[src/rtl/secret_poly_unpack_buffer_pkg.sv]
// secret_poly_unpack_buffer_pkg: shared constants and FSM state type for the secret-poly unpack buffer
package secret_poly_unpack_buffer_pkg;
  localparam int SABER_N = 256;
  localparam int SABER_Q_W = 13;
  localparam int SABER_S_COEF_W = 4;
  typedef enum logic [1:0] {IDLE, LOAD, SERVE, DONE} state_t;
endpackage

[src/rtl/secret_poly_unpack_buffer_coef_lane_select.sv]
// coef_lane_select: picks COEF_LANES packed coefficients from a word and sign-extends each to OUT_W
module coef_lane_select #(
  parameter int WORD_W     = 64,
  parameter int COEF_W     = 4,
  parameter int OUT_W      = 13,
  parameter int COEF_LANES = 4,
  parameter int LO_W       = 2
) (
  input  logic [WORD_W-1:0]           i_word,
  input  logic [LO_W-1:0]             i_lane_off,
  output logic [COEF_LANES*OUT_W-1:0] o_coeffs
);
  logic [COEF_W-1:0] w_c;
  // Slice lane group i_lane_off out of the word, little-endian, and sign-replicate each nibble
  always_comb begin
    o_coeffs = '0;
    w_c = '0;
    for (int k = 0; k < COEF_LANES; k++) begin
      w_c = i_word[(int'(i_lane_off) * COEF_LANES + k) * COEF_W +: COEF_W];
      o_coeffs[k*OUT_W +: OUT_W] = {{(OUT_W-COEF_W){w_c[COEF_W-1]}}, w_c};
    end
  end
endmodule

[src/rtl/secret_poly_unpack_buffer.sv]
// secret_poly_unpack_buffer: captures packed secret-poly words from BRAM and serves sign-extended lanes
module secret_poly_unpack_buffer
  import secret_poly_unpack_buffer_pkg::*;
#(
  parameter int WORD_W     = 64,
  parameter int COEF_W     = SABER_S_COEF_W,
  parameter int OUT_W      = SABER_Q_W,
  parameter int NUM_WORDS  = SABER_N * COEF_W / WORD_W,
  parameter int COEF_LANES = 4
) (
  input  logic                        clk,
  input  logic                        rst_n,
  input  logic                        start,
  input  logic [WORD_W-1:0]           word_in,
  input  logic                        word_valid,
  output logic [COEF_LANES*OUT_W-1:0] out_coeffs,
  output logic                        out_valid,
  input  logic                        out_ready,
  output logic                        busy,
  output logic                        done,
  output logic                        overflow_err
);
  localparam int CPW   = WORD_W / COEF_W;
  localparam int BPW   = CPW / COEF_LANES;
  localparam int BEATS = NUM_WORDS * BPW;
  localparam int WP_W  = NUM_WORDS > 1 ? $clog2(NUM_WORDS) : 1;
  localparam int BT_W  = BEATS > 1 ? $clog2(BEATS) : 1;
  localparam int LO_W  = BPW > 1 ? $clog2(BPW) : 1;

  state_t            r_state, w_next;
  logic [WP_W-1:0]   r_wr_ptr, w_wr_idx, w_word_idx;
  logic [BT_W-1:0]   r_beat;
  logic [LO_W-1:0]   w_lane_off;
  logic              r_ovf;
  logic [WORD_W-1:0] r_buf [NUM_WORDS];
  logic              w_start, w_wr_en, w_last_wr, w_accept, w_last_beat;

  assign w_start      = r_state == IDLE && start;
  assign w_wr_en      = word_valid && (w_start || r_state == LOAD);
  assign w_wr_idx     = w_start ? '0 : r_wr_ptr;
  assign w_last_wr    = w_wr_en && w_wr_idx == WP_W'(NUM_WORDS - 1);
  assign out_valid    = r_state == SERVE;
  assign w_accept     = out_valid && out_ready;
  assign w_last_beat  = r_beat == BT_W'(BEATS - 1);
  assign busy         = r_state != IDLE;
  assign done         = r_state == DONE;
  assign overflow_err = r_ovf;
  assign w_word_idx   = WP_W'(r_beat / BT_W'(BPW));
  assign w_lane_off   = LO_W'(r_beat % BT_W'(BPW));

  // Next state: a word landing in the last slot (even together with start) goes straight to SERVE
  always_comb begin
    w_next = r_state;
    w_next = w_last_wr ? SERVE :
             w_start ? LOAD :
             (w_accept && w_last_beat) ? DONE :
             r_state == DONE ? IDLE : r_state;
  end

  // State, write pointer, beat counter and sticky overflow flag
  always_ff @(posedge clk or negedge rst_n) begin
    if (!rst_n) begin
      r_state  <= IDLE;
      r_wr_ptr <= '0;
      r_beat   <= '0;
      r_ovf    <= 1'b0;
    end else begin
      r_state  <= w_next;
      r_wr_ptr <= w_wr_en ? w_wr_idx + 1'b1 : w_start ? '0 : r_wr_ptr;
      r_beat   <= w_start ? '0 : w_accept ? (w_last_beat ? '0 : r_beat + 1'b1) : r_beat;
      r_ovf    <= w_start ? 1'b0 : r_ovf | (word_valid & ~w_wr_en);
    end
  end

  // Word buffer; deliberately unreset so it can map to distributed RAM
  always_ff @(posedge clk) begin
    if (w_wr_en) r_buf[w_wr_idx] <= word_in;
  end

  coef_lane_select #(
    .WORD_W(WORD_W), .COEF_W(COEF_W), .OUT_W(OUT_W), .COEF_LANES(COEF_LANES), .LO_W(LO_W)
  ) u_sel (
    .i_word(r_buf[w_word_idx]),
    .i_lane_off(w_lane_off),
    .o_coeffs(out_coeffs)
  );
endmodule

[config.mk]
export PLATFORM = sky130hd
export DESIGN_NAME = secret_poly_unpack_buffer
export DESIGN_NICKNAME = d
export VERILOG_FILES = /design/src/rtl/secret_poly_unpack_buffer_pkg.sv /design/src/rtl/secret_poly_unpack_buffer_coef_lane_select.sv /design/src/rtl/secret_poly_unpack_buffer.sv
export SDC_FILE = /design/constraint.sdc
export NUM_CORES = 1
export LEC_CHECK = 0
export CAP_MARGIN = 40
export CORE_ASPECT_RATIO = 0.9
export CORE_MARGIN = 2
export CORE_UTILIZATION = 61
export DETAILED_ROUTE_END_ITERATION = 12
export GPL_ROUTABILITY_DRIVEN = 0
export PLACE_DENSITY_LB_ADDON = 0.2
export SYNTH_ARGS = -nofsm -noshare
export SYNTH_HDL_FRONTEND = slang
export SYNTH_SLANG_ARGS = --single-unit
[constraint.sdc]
create_clock -name clk -period 5.8 [get_ports clk]
set_input_delay 0.58 -clock clk [delete_from_list [all_inputs] [get_ports clk]]
set_output_delay 0.58 -clock clk [all_outputs]
set_load 0.02 [all_outputs]
## Yosys cells after proc, flatten, opt, wreduce, memory -nomap -nowiden

Memory sizes are Yosys's and may differ from the RTL's.
Index checks and enable logic that the tools add are counted.

| word-level totals | value |
|---|---|
| bits in registers | 13 |
| bits in writable memories | 1024 |
| bits of input ports | 69 |
| word-level logic and storage cells | 44 |
| memories | 1 |

| cells by class | value |
|---|---|
| add/sub/neg operators | 5 |
| equality and inequality tests | 5 |
| shift operators | 4 |
| mux-type cells | 12 |
| bitwise operators | 3 |
| reductions and logical operators | 10 |

Memories:

| memory | words | width | rd ports | clocked after Yosys merged registers in | wr ports | RTL line | RTL |
|---|---|---|---|---|---|---|---|
| r_buf | 16 | 64 | 1 | 0 | 1 | secret_poly_unpack_buffer.sv:35 | `logic [WORD_W-1:0] r_buf [NUM_WORDS];` |

Operators by type and width:

| operator | number |
|---|---|
| indexed part select 64 x 32 -> 4 bit | 3 |
| indexed part select 64 x 7 -> 4 bit | 1 |
| 2-to-1 mux 6 bit | 3 |
| adder 4 x 2 -> 5 bit (second input constant) | 2 |
| 2-to-1 mux 2 bit | 4 |
| 2-to-1 mux 4 bit | 2 |
| adder 6 x 1 -> 6 bit (second input constant) | 1 |
| equality test 6 bit (second input constant) | 1 |
| adder 4 x 1 -> 5 bit (second input constant) | 1 |
| logical AND 1 bit | 5 |
| adder 4 x 1 -> 4 bit (second input constant) | 1 |
| equality test 2 bit (second input constant) | 2 |
| equality test 4 bit (second input constant) | 1 |
| nonzero test 2 bit | 2 |
| nonzero test 4 bit | 1 |
| 2-to-1 mux 1 bit | 3 |
| equality test 2 x 1 -> 1 bit (second input constant) | 1 |
| zero test 2 bit | 1 |
| bitwise AND 1 bit | 1 |
| logical OR 1 bit | 1 |
| NOT 1 bit | 1 |
| bitwise OR 1 bit | 1 |

## Depth between registers and ports, before layout

Gate-level depths: netlist (run 1).

| depth | value |
|---|---|
| word-level depth | 8 |
| gate-level depth with buffers | 10 |
| gate-level depth less buffers | 7 |

## Hierarchy

Synthesis (run 1) repeated with hierarchy kept, for this count alone.

| unflattened totals | value |
|---|---|
| cell total of the unflattened synthesis | 1856 |
| area, all modules | 40846.7 µm² |

Modules (own cells, without submodules):

| module | times used | cells an instance | area an instance (µm²) | seq. area each (µm²) |
|---|---|---|---|---|
| secret_poly_unpack_buffer | 1 | 1800 | 40152.3 | 31074.8 |
| coef_lane_select | 1 | 56 | 694.4 | 0.0 |

## Worst setup path before layout (run 1)

No wires, ideal clock.

| timing | value |
|---|---|
| kind | input to register |
| start | in start |
| end | mem r_buf[0][0] (enable) |
| data arrival time | 4.279 ns |
| path slack | 1.035 ns |
| stages | 6 |
| path through | or3b_2 -> clkbuf_1 -> nand2_1 -> ha_1 -> nand2_1 -> nor2_1 |

| on the way | value |
|---|---|
| longest elaborated chain between the ends | 5 |

Ends and longest elaborated chain:

| item | RTL line | RTL |
|---|---|---|
| from (decl) | secret_poly_unpack_buffer.sv:13 | `input logic start,` |
| logical AND 1 bit (*) | secret_poly_unpack_buffer.sv:38 | `assign w_start = r_state == IDLE && start;` |
| logical OR 1 bit | secret_poly_unpack_buffer.sv:39 | `assign w_wr_en = word_valid && (w_start \|\| r_state == LOAD);` |
| logical AND 1 bit | secret_poly_unpack_buffer.sv:39 |  |
| 2-to-1 mux 1 bit | secret_poly_unpack_buffer.sv:77 | `if (w_wr_en) r_buf[w_wr_idx] <= word_in;` |
| 2-to-1 mux 1 bit (implied by the code) | secret_poly_unpack_buffer.sv:77 |  |
| to (decl) | secret_poly_unpack_buffer.sv:35 |  |

Every way passes the cells marked *; elsewhere a longest branch is shown, timed or not.

## Final worst setup path (run 1)

| timing | value |
|---|---|
| start | reg r_beat[2] |
| end | out out_coeffs[46] |

| on the way | value |
|---|---|
| longest elaborated chain between the ends | 2 |

Ends and longest elaborated chain:

| item | RTL line | RTL |
|---|---|---|
| from (decl) | secret_poly_unpack_buffer.sv:32 | `logic [BT_W-1:0] r_beat;` |
| from (signal assigned) | secret_poly_unpack_buffer.sv:70 | `r_beat <= w_start ? '0 : w_accept ? (w_last_beat ? '0 : r_beat + 1'b1) : r_beat;` |
| memory read (16 x 64 bit) | - |  |
| indexed part select 64 x 32 -> 4 bit | secret_poly_unpack_buffer_coef_lane_select.sv:19 | `w_c = i_word[(int'(i_lane_off) * COEF_LANES + k) * COEF_W +: COEF_W];` |
| to (decl) | secret_poly_unpack_buffer.sv:16 | `output logic [COEF_LANES*OUT_W-1:0] out_coeffs,` |

Every way passes these cells.

==> results of run 1 <==
## per-stage QoR
step / cell area [sq um] / worst slack (ps) / hold WS, ps
2_1_floorplan: 40500 / 1030 / 284
3_3_place_gp: 42500 / 1460 / 516
3_5_place_dp: 42700 / 1440 / 530
4_1_cts: 45800 / 647 / 306
5_1_grt: 45800 / 484 / 361
6_report: 45800 / 734 / 330
## cell type report
type                    instances  area (sq um)
clock inverters                63           589
inverters                       4          15.0
fillers                      3881         19800
clock buffers                 115          2560
flip-flops and latches       1037         31100
well taps                     864          1080
repair buffers                189          1990
diodes                          3          7.51
multi-input cells             738          8500
## worst max-delay path, delay by kind of cell (launching register included)
kind / cells / cell delay, ps
buf+inv: 3 / 1330
flops: 1 / 960
simple gates: 1 / 60
compound gates: 2 / 690
mux: 2 / 760
## cells by family after synthesis
family | after synthesis | synth area share, %
AO/OA/AOI/OAI | 208 | 3.91
buffers and inverters | 144 | 2.58
XOR/XNOR | 8 | 0.173
flip-flops | 1037 | 76.7
AND/OR/NAND/NOR | 135 | 1.50
multiplexers | 382 | 14.9
adder cells (fa/ha/maj) | 5 | 0.155
## layer usage
| layer | vias up | GRT usage (%) | share of wire, % |
|---|---|---|---|
| met5 | - | 0 | 0.056 |
| met4 | 8 | 8.60 | 2.6 |
| met3 | 142 | 3.95 | 6.0 |
| met2 | 796 | 41.5 | 49 |
| met1 | 10400 | 38.6 | 42 |
| li1 | 8277 | - | - |
## worst max-delay path by stage
stage	from	cells after the start	endpoint	slack [ps]
floorplan	start	6	r_buf[0][0]	1030
global placement	r_beat[2]	6	out_coeffs[17]	1460
detailed placement	r_beat[2]	6	out_coeffs[20]	1440
CTS	r_beat[2]	8	out_coeffs[46]	650
global route	r_beat[5]	6	out_coeffs[16]	480
finish	r_beat[2]	8	out_coeffs[46]	730
## flip-flops by register name (all words and copies together) (netlist names)
signal        cells
r_state           2
r_wr_ptr          4
overflow_err      1
r_buf          1024
r_beat            6
## cell usage in the layout, fill, tap and decap left out, drive strengths merged, types with 5 or more instances in the layout
master,instances
o21ai,23
inv,8
mux2i,159
clkdlybuf4s50,124
edfxtp,1024
a22o,16
clkinv,45
o22ai,21
bufinv,9
dfrtp,13
clkinvlp,5
mux2,52
a221oi,41
buf,65
nor2,56
mux4,171
xor2,6
o221ai,20
clkbuf,115
nor2b,5
ha,5
a211oi,10
a2111oi,12
a21oi,34
o211ai,22
nand2,47
## where the power goes
part           switching, W  internal (W)  leakage (nW)
logic               0.00110      0.000527          2.94
registers          0.000148       0.00898          9.41
clock network       0.00268       0.00356          1.54
==> key figures, run 1 <==
Setup path
  – Worst Path Required: 5220 ps
  – Crit end category: primary output
  – RR Startpoint: r_state[1]
  – Crit path top cell by count: buf_4
  – Worst reg2reg setup slack: 2520 ps
  – CP max stage delay: 960 ps
  – Worst Path Arrival: 4490 ps
  – Crit start category: flop
  – CP Max Fanout: 43
  – Critical-path top delay cell: dfrtp_4
  – Worst-case reg-to-reg path depth: 8
  – RR Endpoint: r_buf[7][54]
  – Setup Crit Path Kind: flop to primary output
  – Cells along the critical path: buf_4 -> mux4_2 -> mux2i_1 -> nor2_1 -> a2111oi_0 -> o32ai_1 -> buf_4 -> clkdlybuf4s50_1

CTS
  – Worst-Skew Late Latency: 660 ps
  – Hold_buf cts: 0
  – Clock sinks: 1,037
  – CTS Buf Count: 98
  – PostCTS Resize Cnt: 0
  – CTS root buffer: clkbuf_16
  – H-tree levels: 3
  – CTS clk-pin slew, worst paths: 60 ps
  – Clock Path Buffers: 3
  – Post-CTS Setup Bufs: 0
  – CTS tree: done

Synthesis
  – Most numerous cell in the Yosys netlist: edfxtp_1
  – Mapped Nets: 1,993
  – Seq cells post-synth: 1,037
  – Synth warnings: 0
  – Syn avg cell area: 21.1 sq um
  – Top-area cell type share of the netlist area: 75.9%
  – Post-Synthesis Cells: 1,919
  – Post-synth top cells: edfxtp_1, mux4_2, mux2i_1
  – Post-synth cell types: 52
  – Top_reg_cell synth: edfxtp_1
  – Dominant cell type by area after synthesis: edfxtp_1
  – Post-synth EDFFs: 1,024
  – Largest cells by area after synthesis: edfxtp_1, mux4_2, mux2i_1
  – Sequential share of the synthesized area: 76.7%
  – Synthesized area: 0.0405 sq mm
  – Async S/R FF share, synth: 1.25%

Layout
  – Layout Utilization: 69.9%
  – Cell Count, Final, Fillers Out: 3,013
  – Share of post-route cells with drive strength above 1: 21.9%
  – Area Overhead vs Synth: 13.2%
  – Final Net Count: 2,142

Global routing
  – Vias in the first global route: 19,900
  – Initial antenna violation count: 7
  – Grt ovf: 0
  – Largest net degree at the start of global routing: 76
  – First-pass GRT wire length: 131,000 um
  – Overall Global Routing Usage: 26.4%

Die
  – Num rows: 89
  – Io pins: 125
  – Die Wd: 276 um
  – Core area: 0.0656 sq mm
  – Die area: 0.0685 sq mm
  – Die height: 248 um
  – Initial Util: 61.7%

Drt
  – Vias/cell: 6.51
  – Avg WL per Cell: 29.4 um
  – Iteration-0 DRC Markers: 2,052
  – Final wirelength: 88,700 um
  – Vias post-DR: 19,600
  – Number of antenna-violating nets in the routed design: 0
  – DRT Pass-1 Iters: 5
  – Drc violations: 0

Timing
  – Slew of the pin with the lowest slew margin: 910 ps
  – Fin crit share: 87.4%
  – Fin. Hold Viols: 0
  – Final Setup Violations: 0
  – Fin. max-slew vios: 0
  – Rel. slew slack: 39.3%
  – Setup tns final: 0 ps
  – Worst Skew: 17.5 ps
  – Tmin final: 5070 ps
  – RSZ-0062 raised after global routing: false
  – FMAX: 197 MHz

Power and ir drop
  – Pwr dens: 371 mW/mm^2
  – Leakage power: 13.9 nW
  – Tot Pwr: 0.0170 W
  – VDD IR max: 251 uV

Run
  – Max-cap viol count: 0

Worst hold path
  – Worst hold path class: input pin to async pin

Place
  – PortBufs: 124
  – Placed Instances: 2,832
  – Post-DP HPWL: 48,700 um

Status
  – Status: completed
(Power assumes the default switching activity.)
==> run 2: changes to the inputs <==
--- a/config.mk
+++ b/config.mk
@@ -14,4 +14,5 @@
 export PLACE_DENSITY_LB_ADDON = 0.2
 export SYNTH_ARGS = -nofsm -noshare
 export SYNTH_HDL_FRONTEND = slang
+export SYNTH_HIERARCHICAL = 1
 export SYNTH_SLANG_ARGS = --single-unit
==> key figures, run 2 <==
Layout
  – Commonest non-fill, non-tap cell in the layout: edfxtp_1 (unchanged)
  – Regs by FF count: r_buf x1024, r_beat x6, r_wr_ptr x4 (unchanged)
  – Max reg flops: 1,024 (unchanged)
  – Final Net Count: 2,061 (was 2,142)
  – Sequential cell area: 0.0311 sq mm (about the same)
  – Share of post-route cells with drive strength above 1: 22.1% (was 21.9%)
  – Largest Register: r_buf (unchanged)
  – FILL cells: 3,865 (was 3,881)
  – Multi-input combinational cell area: 0.00893 sq mm (was 0.00850 sq mm)
  – Area Overhead vs Synth: 13.3% (was 13.2%)
  – Most frequent cells in the layout: edfxtp_1, mux2i_1, mux4_2 (was edfxtp_1, mux4_2, mux2i_1)

Setup path
  – Crit start category: flop (unchanged)
  – CP Max Fanout: 114 (was 43)
  – Crit end category: primary output (unchanged)
  – Worst Path Required: 5220 ps (about the same)
  – RR Startpoint: r_state[1] (unchanged)
  – Worst Path Arrival: 4330 ps (was 4490 ps)
  – Setup Crit Path Kind: flop to primary output (unchanged)
  – Critical Path Source: r_beat[4] (was r_beat[2])

Drt
  – Number of antenna-violating nets in the routed design: 0 (unchanged)
  – Iteration-0 DRC Markers: 2,122 (was 2,052)
  – DRT Pass-1 Iters: 6 (was 5)
  – Vias/cell: 6.72 (was 6.51)
  – Vias post-DR: 19,700 (was 19,600)
  – Avg WL per Cell: 32.3 um (was 29.4 um)
  – Drc violations: 0 (unchanged)
  – Final wirelength: 94,800 um (was 88,700 um)

Synthesis
  – Post-synthesis simple-gate area fraction: 0.674% (was 1.50%)
  – Top-area cell type share of the netlist area: 75.3% (was 75.9%)
  – Post-synth cell types: 40 (was 52)
  – Synth Area in XOR/XNOR: 0.150% (was 0.173%)
  – Top_reg_cell synth: edfxtp_1 (unchanged)
  – Mux contribution to synthesized area: 16.4% (was 14.9%)
  – Post-synth top cells: edfxtp_1, mux2i_1, mux4_2 (was edfxtp_1, mux4_2, mux2i_1)
  – Async S/R FF share, synth: 1.25% (unchanged)
  – Synth warnings: 6 (was 0)
  – Synthesized area: 0.0408 sq mm (was 0.0405 sq mm)
  – Most numerous cell in the Yosys netlist: edfxtp_1 (unchanged)
  – Sequential share of the synthesized area: 76.1% (was 76.7%)
  – Compound-gate portion of the synthesized area: 4.15% (was 3.91%)
  – Dominant cell type by area after synthesis: edfxtp_1 (unchanged)
  – Post-Synthesis Cells: 1,856 (was 1,919)
  – Post-synth EDFFs: 1,024 (unchanged)
  – Syn avg cell area: 22.0 sq um (was 21.1 sq um)
  – Adder-cell share of the synthesized area: 0.153% (was 0.155%)
  – Seq cells post-synth: 1,037 (unchanged)
  – Main combinational cell family by area after synthesis: multiplexers (unchanged)
  – Largest cells by area after synthesis: edfxtp_1, mux4_2, mux2i_1 (unchanged)
  – Mapped Nets: 1,930 (was 1,993)

CTS
  – Clock Path Buffers: 3 (unchanged)
  – Worst-Skew Late Latency: 650 ps (was 660 ps)
  – PostCTS Resize Cnt: 0 (unchanged)
  – CTS clk-pin slew, worst paths: 60 ps (about the same)
  – CTS root buffer: clkbuf_16 (unchanged)
  – Clock sinks: 1,037 (unchanged)
  – Post-CTS Setup Bufs: 0 (unchanged)
  – Hold_buf cts: 0 (unchanged)
  – CTS Buf Count: 98 (unchanged)
  – H-tree levels: 3 (unchanged)
  – CTS tree: done (unchanged)

Timing
  – Final Setup Violations: 0 (unchanged)
  – Rel. slew slack: 41.2% (was 39.3%)
  – FMAX: 204 MHz (was 197 MHz)
  – Setup tns final: 0 ps (unchanged)
  – Worst Skew: 17.8 ps (was 17.5 ps)
  – Fin. max-slew vios: 0 (unchanged)
  – Worst hold slack: 325 ps (was 330 ps)
  – Fin. Hold Viols: 0 (unchanged)
  – Fin crit share: 84.7% (was 87.4%)
  – Tmin final: 4910 ps (was 5070 ps)
  – RSZ-0062 raised after global routing: false (unchanged)
  – Slew of the pin with the lowest slew margin: 883 ps (was 910 ps)

Power and ir drop
  – Combinational group share of total power: 16.3% (was 9.6%)
  – Switching share of power: 26.4% (was 23.1%)
  – Pwr dens: 401 mW/mm^2 (was 371 mW/mm^2)
  – VDD IR max: 430 uV (was 251 uV)
  – Tot Pwr: 0.0186 W (was 0.0170 W)
  – Switch Pwr: 0.00490 W (was 0.00392 W)
  – Leakage power: 13.7 nW (was 13.9 nW)
  – Internal cell power: 0.0137 W (was 0.0131 W)
  – Sequential power share: 49.5% (was 53.7%)
  – Clk pwr share: 34.3% (was 36.7%)

Place
  – PortBufs: 124 (unchanged)
  – Post-DP HPWL: 48,200 um (was 48,700 um)

Global routing
  – First-pass GRT wire length: 138,000 um (was 131,000 um)
  – Overall Global Routing Usage: 28.0% (was 26.4%)
  – Grt ovf: 0 (unchanged)
  – Largest net degree at the start of global routing: 115 (was 76)
  – Initial antenna violation count: 17 (was 7)
  – Vias in the first global route: 20,100 (was 19,900)

Die
  – Die area: 0.0691 sq mm (was 0.0685 sq mm)
  – Initial Util: 62.0% (was 61.7%)
  – Core area: 0.0659 sq mm (was 0.0656 sq mm)
  – Die Wd: 277 um (was 276 um)
  – Die height: 249 um (was 248 um)
  – Io pins: 125 (unchanged)
  – Num rows: 89 (unchanged)

Status
  – Status: completed (unchanged)

Run
  – Max-cap viol count: 0 (unchanged)

Worst hold path
  – Worst hold path class: input pin to async pin (unchanged)
-- run 2: power by group through the flow --
stage / Combinational, W / Clock, W / Sequential, W
6_report: 0.00302 / 0.00636 / 0.00918
2_1_floorplan: 0.00159 / 0 / 0.00933
3_5_place_dp: 0.00301 / 0 / 0.00933
4_1_cts: 0.00302 / 0.00644 / 0.00918
3_3_place_gp: 0.00297 / 0 / 0.00928
5_1_grt: 0.00314 / 0.00674 / 0.00922
-- run 2: path summary, 6_finish.rpt --
kind / end / slack, ps / depth (start not counted)
setup / recovery: out_coeffs[5] / 890 / 6
hold / removal: r_wr_ptr[1] / 320 / 1
setup reg to reg: r_buf[0][23] / 2660 / 6
hold reg to reg: overflow_err / 520 / 2
max in group asynchronous: r_beat[2] / 5020 / 1
min in group clk: overflow_err / 520 / 2
-- run 2: area by class of cell --
class,count,share of cell area [%]
tap,864,2.33
multi-input combinational,672,19.3
inverter,4,0.0351
sequential,1037,67.1
antenna,7,0.0378
clock buffer,116,5.58
timing repair buffer,174,4.27
clock inverter,64,1.30
-- run 2: through the flow --
| step | std cells | utilization [%] | area [sq um] | worst slack (ps) |
|---|---|---|---|---|
| after global routing | 2935 | 70.2 | 46300 | 763 |
| after CTS | 2931 | 70.2 | 46300 | 882 |
| after global placement | 2748 | 65.2 | 43000 | 1590 |
| after floorplan | 1856 | - | 40800 | 1090 |
| after detailed placement | 2751 | 65.4 | 43100 | 1590 |
| final | 2938 | 70.2 | 46300 | 889 |
-- run 2: cells by family after synthesis --
kind of cell	after synthesis
buffers and inverters	147
AOI/OAI and AO/OA	201
DFF	1037
and+or+nand+nor	59
adders and majority gates	5
xor gates and xnor gates	7
muxes	400
-- run 2: metal layers --
| metal | up-vias | wire [um] | track usage (%) |
|---|---|---|---|
| met2 | 935 | 46600 | 44.8 |
| met4 | 14 | 3030 | 9.91 |
| met5 | - | 92 | 0 |
| met1 | 10500 | 37200 | 38.6 |
| met3 | 178 | 7860 | 6.44 |
| li1 | 8119 | - | - |
-- run 2: worst max-delay path, cell delays in order, from the launching register on --
cell and delay [ps]:
dfrtp_4 740, buf_12 480, mux4_2 420, a32oi_1 230, o21ai_1 170, mux4_1 750
clkdlybuf4s50_1 630
==> run 3: changes to the inputs <==
--- a/config.mk
+++ b/config.mk
@@ -8,7 +8,7 @@
 export CAP_MARGIN = 40
 export CORE_ASPECT_RATIO = 0.9
 export CORE_MARGIN = 2
-export CORE_UTILIZATION = 61
+export CORE_UTILIZATION = 55
 export DETAILED_ROUTE_END_ITERATION = 12
 export GPL_ROUTABILITY_DRIVEN = 0
 export PLACE_DENSITY_LB_ADDON = 0.2
==> constraint.sdc (replaced) <==
create_clock -name clk -period 4.5 [get_ports clk]
set_input_delay 0.45 -clock clk [delete_from_list [all_inputs] [get_ports clk]]
set_output_delay 0.45 -clock clk [all_outputs]
set_load 0.02 [all_outputs]
==> key figures, run 3 (synthesis gave the netlist of run 2 again) <==
Layout
  – Most frequent cells in the layout: edfxtp_1, mux2i_1, mux4_2 (unchanged)
  – Finished Cell Area: 0.0469 sq mm (was 0.0463 sq mm)
  – Share of post-route cells with drive strength above 1: 23.5% (was 22.1%)
  – Regs by FF count: r_buf x1024, r_beat x6, r_wr_ptr x4 (unchanged)
  – Max reg flops: 1,024 (unchanged)
  – Final Net Count: 2,095 (was 2,061)
  – Largest Register: r_buf (unchanged)
  – Commonest non-fill, non-tap cell in the layout: edfxtp_1 (unchanged)
  – Area Overhead vs Synth: 14.8% (was 13.3%)

Power and ir drop
  – Combinational group share of total power: 16.7% (was 16.3%)
  – Leakage power: 14.0 nW (was 13.7 nW)
  – Switching share of power: 26.7% (was 26.4%)
  – Pwr dens: 514 mW/mm^2 (was 401 mW/mm^2)
  – Switch Pwr: 0.00645 W (was 0.00490 W)
  – VDD IR max: 457 uV (was 430 uV)
  – Internal cell power: 0.0177 W (was 0.0137 W)
  – Sequential power share: 49.0% (was 49.5%)
  – Clk pwr share: 34.3% (about the same)

Drt
  – Iteration-0 DRC Markers: 2,115 (was 2,122)
  – Number of antenna-violating nets in the routed design: 0 (unchanged)
  – Drc violations: 0 (unchanged)
  – DRT Pass-1 Iters: 5 (was 6)
  – Vias/cell: 6.44 (was 6.72)
  – Final wirelength: 97,600 um (was 94,800 um)
  – Avg WL per Cell: 31.8 um (was 32.3 um)
  – Vias post-DR: 19,700 (about the same)

Setup path
  – Worst Path Required: 4050 ps (was 5220 ps)
  – CP max stage delay: 680 ps (was 750 ps)
  – Crit start category: flop (unchanged)
  – CP Max Fanout: 41 (was 114)
  – Worst Path Buf+Inv: 2 (unchanged)
  – Worst Path Arrival: 3880 ps (was 4330 ps)
  – Critical-path top delay cell: dfrtp_4 (was mux4_1)
  – Cells along the critical path: buf_6 -> mux4_1 -> a32oi_1 -> o21ai_1 -> mux4_2 -> clkdlybuf4s50_1 (was buf_12 -> mux4_2 -> a32oi_1 -> o21ai_1 -> mux4_1 -> clkdlybuf4s50_1)
  – Setup Crit Path Kind: flop to primary output (unchanged)
  – Crit end category: primary output (unchanged)
  – Delay-heaviest family, CP: buffers and inverters (was multiplexers)

Worst hold path
  – Worst hold path class: input pin to async pin (unchanged)

Timing
  – RSZ-0062 raised after global routing: false (unchanged)
  – FMAX: 231 MHz
  – Tmin final: 4330 ps
  – Worst Skew: 15.6 ps (was 17.8 ps)
  – Slew of the pin with the lowest slew margin: 883 ps (about the same)
  – Fin. Hold Viols: 0 (unchanged)
  – Fin crit share: 96.3%
  – Fin. max-slew vios: 0 (unchanged)
  – Final Setup Violations: 0 (unchanged)
  – Setup ws final: 166 ps (was 889 ps)
  – Rel. slew slack: 41.1% (was 41.2%)

CTS
  – H-tree levels: 3 (unchanged)
  – CTS tree: done (unchanged)
  – CTS clk-pin slew, worst paths: 60 ps (about the same)
  – CTS Buf Count: 99 (was 98)
  – CTS root buffer: clkbuf_16 (unchanged)
  – Worst-Skew Late Latency: 650 ps (about the same)
  – Clock sinks: 1,037 (unchanged)
  – Clock Path Buffers: 3 (unchanged)

Place
  – Post-DP HPWL: 52,000 um (was 48,200 um)
  – Placed instance area: 0.0436 sq mm (was 0.0431 sq mm)
  – Pre-CTS setup slack: 634 ps (was 1590 ps)
  – PortBufs: 124 (unchanged)

Global routing
  – Initial antenna violation count: 9 (was 17)
  – Vias in the first global route: 19,900 (was 20,100)
  – First-pass GRT wire length: 140,000 um (was 138,000 um)
  – Overall Global Routing Usage: 25.8% (was 28.0%)
  – Largest net degree at the start of global routing: 65 (was 115)
  – Grt ovf: 0 (unchanged)

Die
  – Die area: 0.0765 sq mm (was 0.0691 sq mm)
  – Die Wd: 291 um (was 277 um)
  – Io pins: 125 (unchanged)
  – Die height: 263 um (was 249 um)
  – Core area: 0.0733 sq mm (was 0.0659 sq mm)
  – Num rows: 94 (was 89)
  – Initial Util: 55.7% (was 62.0%)

Status
  – Status: completed (unchanged)

Run
  – Max-cap viol count: 0 (unchanged)
run 3: cell types whose count changed in the layout (fill, tap and decap cells not counted), sizes merged:
| cell | delta |
|---|---|
| buf | +33 |
| clkbuf | +4 |
| clkdlybuf4s50 | -1 |
| clkinv | +3 |
| clkinvlp | -6 |
| diode | -3 |
| dlymetal6s2s | +1 |
| inv | +2 |
run 3: worst paths after layout:
check | startpoint | to | slack (ps) | cells after the start
min reg2reg | overflow_err | overflow_err | 520 | 2
min in group clk | overflow_err | overflow_err | 520 | 2
max | r_beat[4] | out_coeffs[17] | 170 | 6
max reg2reg | r_state[1] | r_buf[6][38] | 1530 | 6
min | rst_n | r_beat[1] | 260 | 1
max in group asynchronous | rst_n | r_beat[2] | 3660 | 1
run 3: power by group through the flow:
| stage | clock (W) | combinational, W | sequential [W] |
|---|---|---|---|
| after global routing | 0.00876 | 0.00420 | 0.0119 |
| after floorplan | 0 | 0.00206 | 0.0120 |
| after CTS | 0.00838 | 0.00404 | 0.0118 |
| final | 0.00826 | 0.00403 | 0.0118 |
| after detailed placement | 0 | 0.00403 | 0.0120 |
| after global placement | 0 | 0.00397 | 0.0120 |
run 3: cell type report:
cell class                 count  area [sq um]
clock buffer                 120          2600
antenna                        4          10.0
clock inverter                63           618
sequential                  1037         31100
fill                        4834         26400
multi-input combinational    672          8930
timing repair buffer         207          2430
tap                          960          1200
inverter                       4          15.0
run 3: per-stage QoR:
stage	hold slack (ps)	std cells	setup TNS, ps	utilization (%)	total power, W
after floorplan	154	1856	-13340	-	0.0141
after global placement	482	2873	0	59.4	0.0159
after detailed placement	504	2875	0	59.5	0.0160
after CTS	237	3063	0	64.0	0.0242
after global routing	265	3064	0	64.0	0.0248
final	258	3067	0	64.0	0.0241
run 3: per-layer routing:
layer | part of all wire, % | GRT usage (%) | wire [um] | vias to the layer above
met5 | 0.033 | 0 | 32 | -
met4 | 2.2 | 6.54 | 2190 | 6
met3 | 7.7 | 4.85 | 7520 | 143
met2 | 49 | 41.8 | 48300 | 869
met1 | 41 | 36.5 | 39600 | 10500
li1 | - | - | - | 8193
run 3: repair_timing:
action | in CTS | in global routing
setup buffers | 5 | 0
endpoints found under the setup margin | 35 | 8
hold buffers | 0 | 0
gates resized for setup | 3 | 5
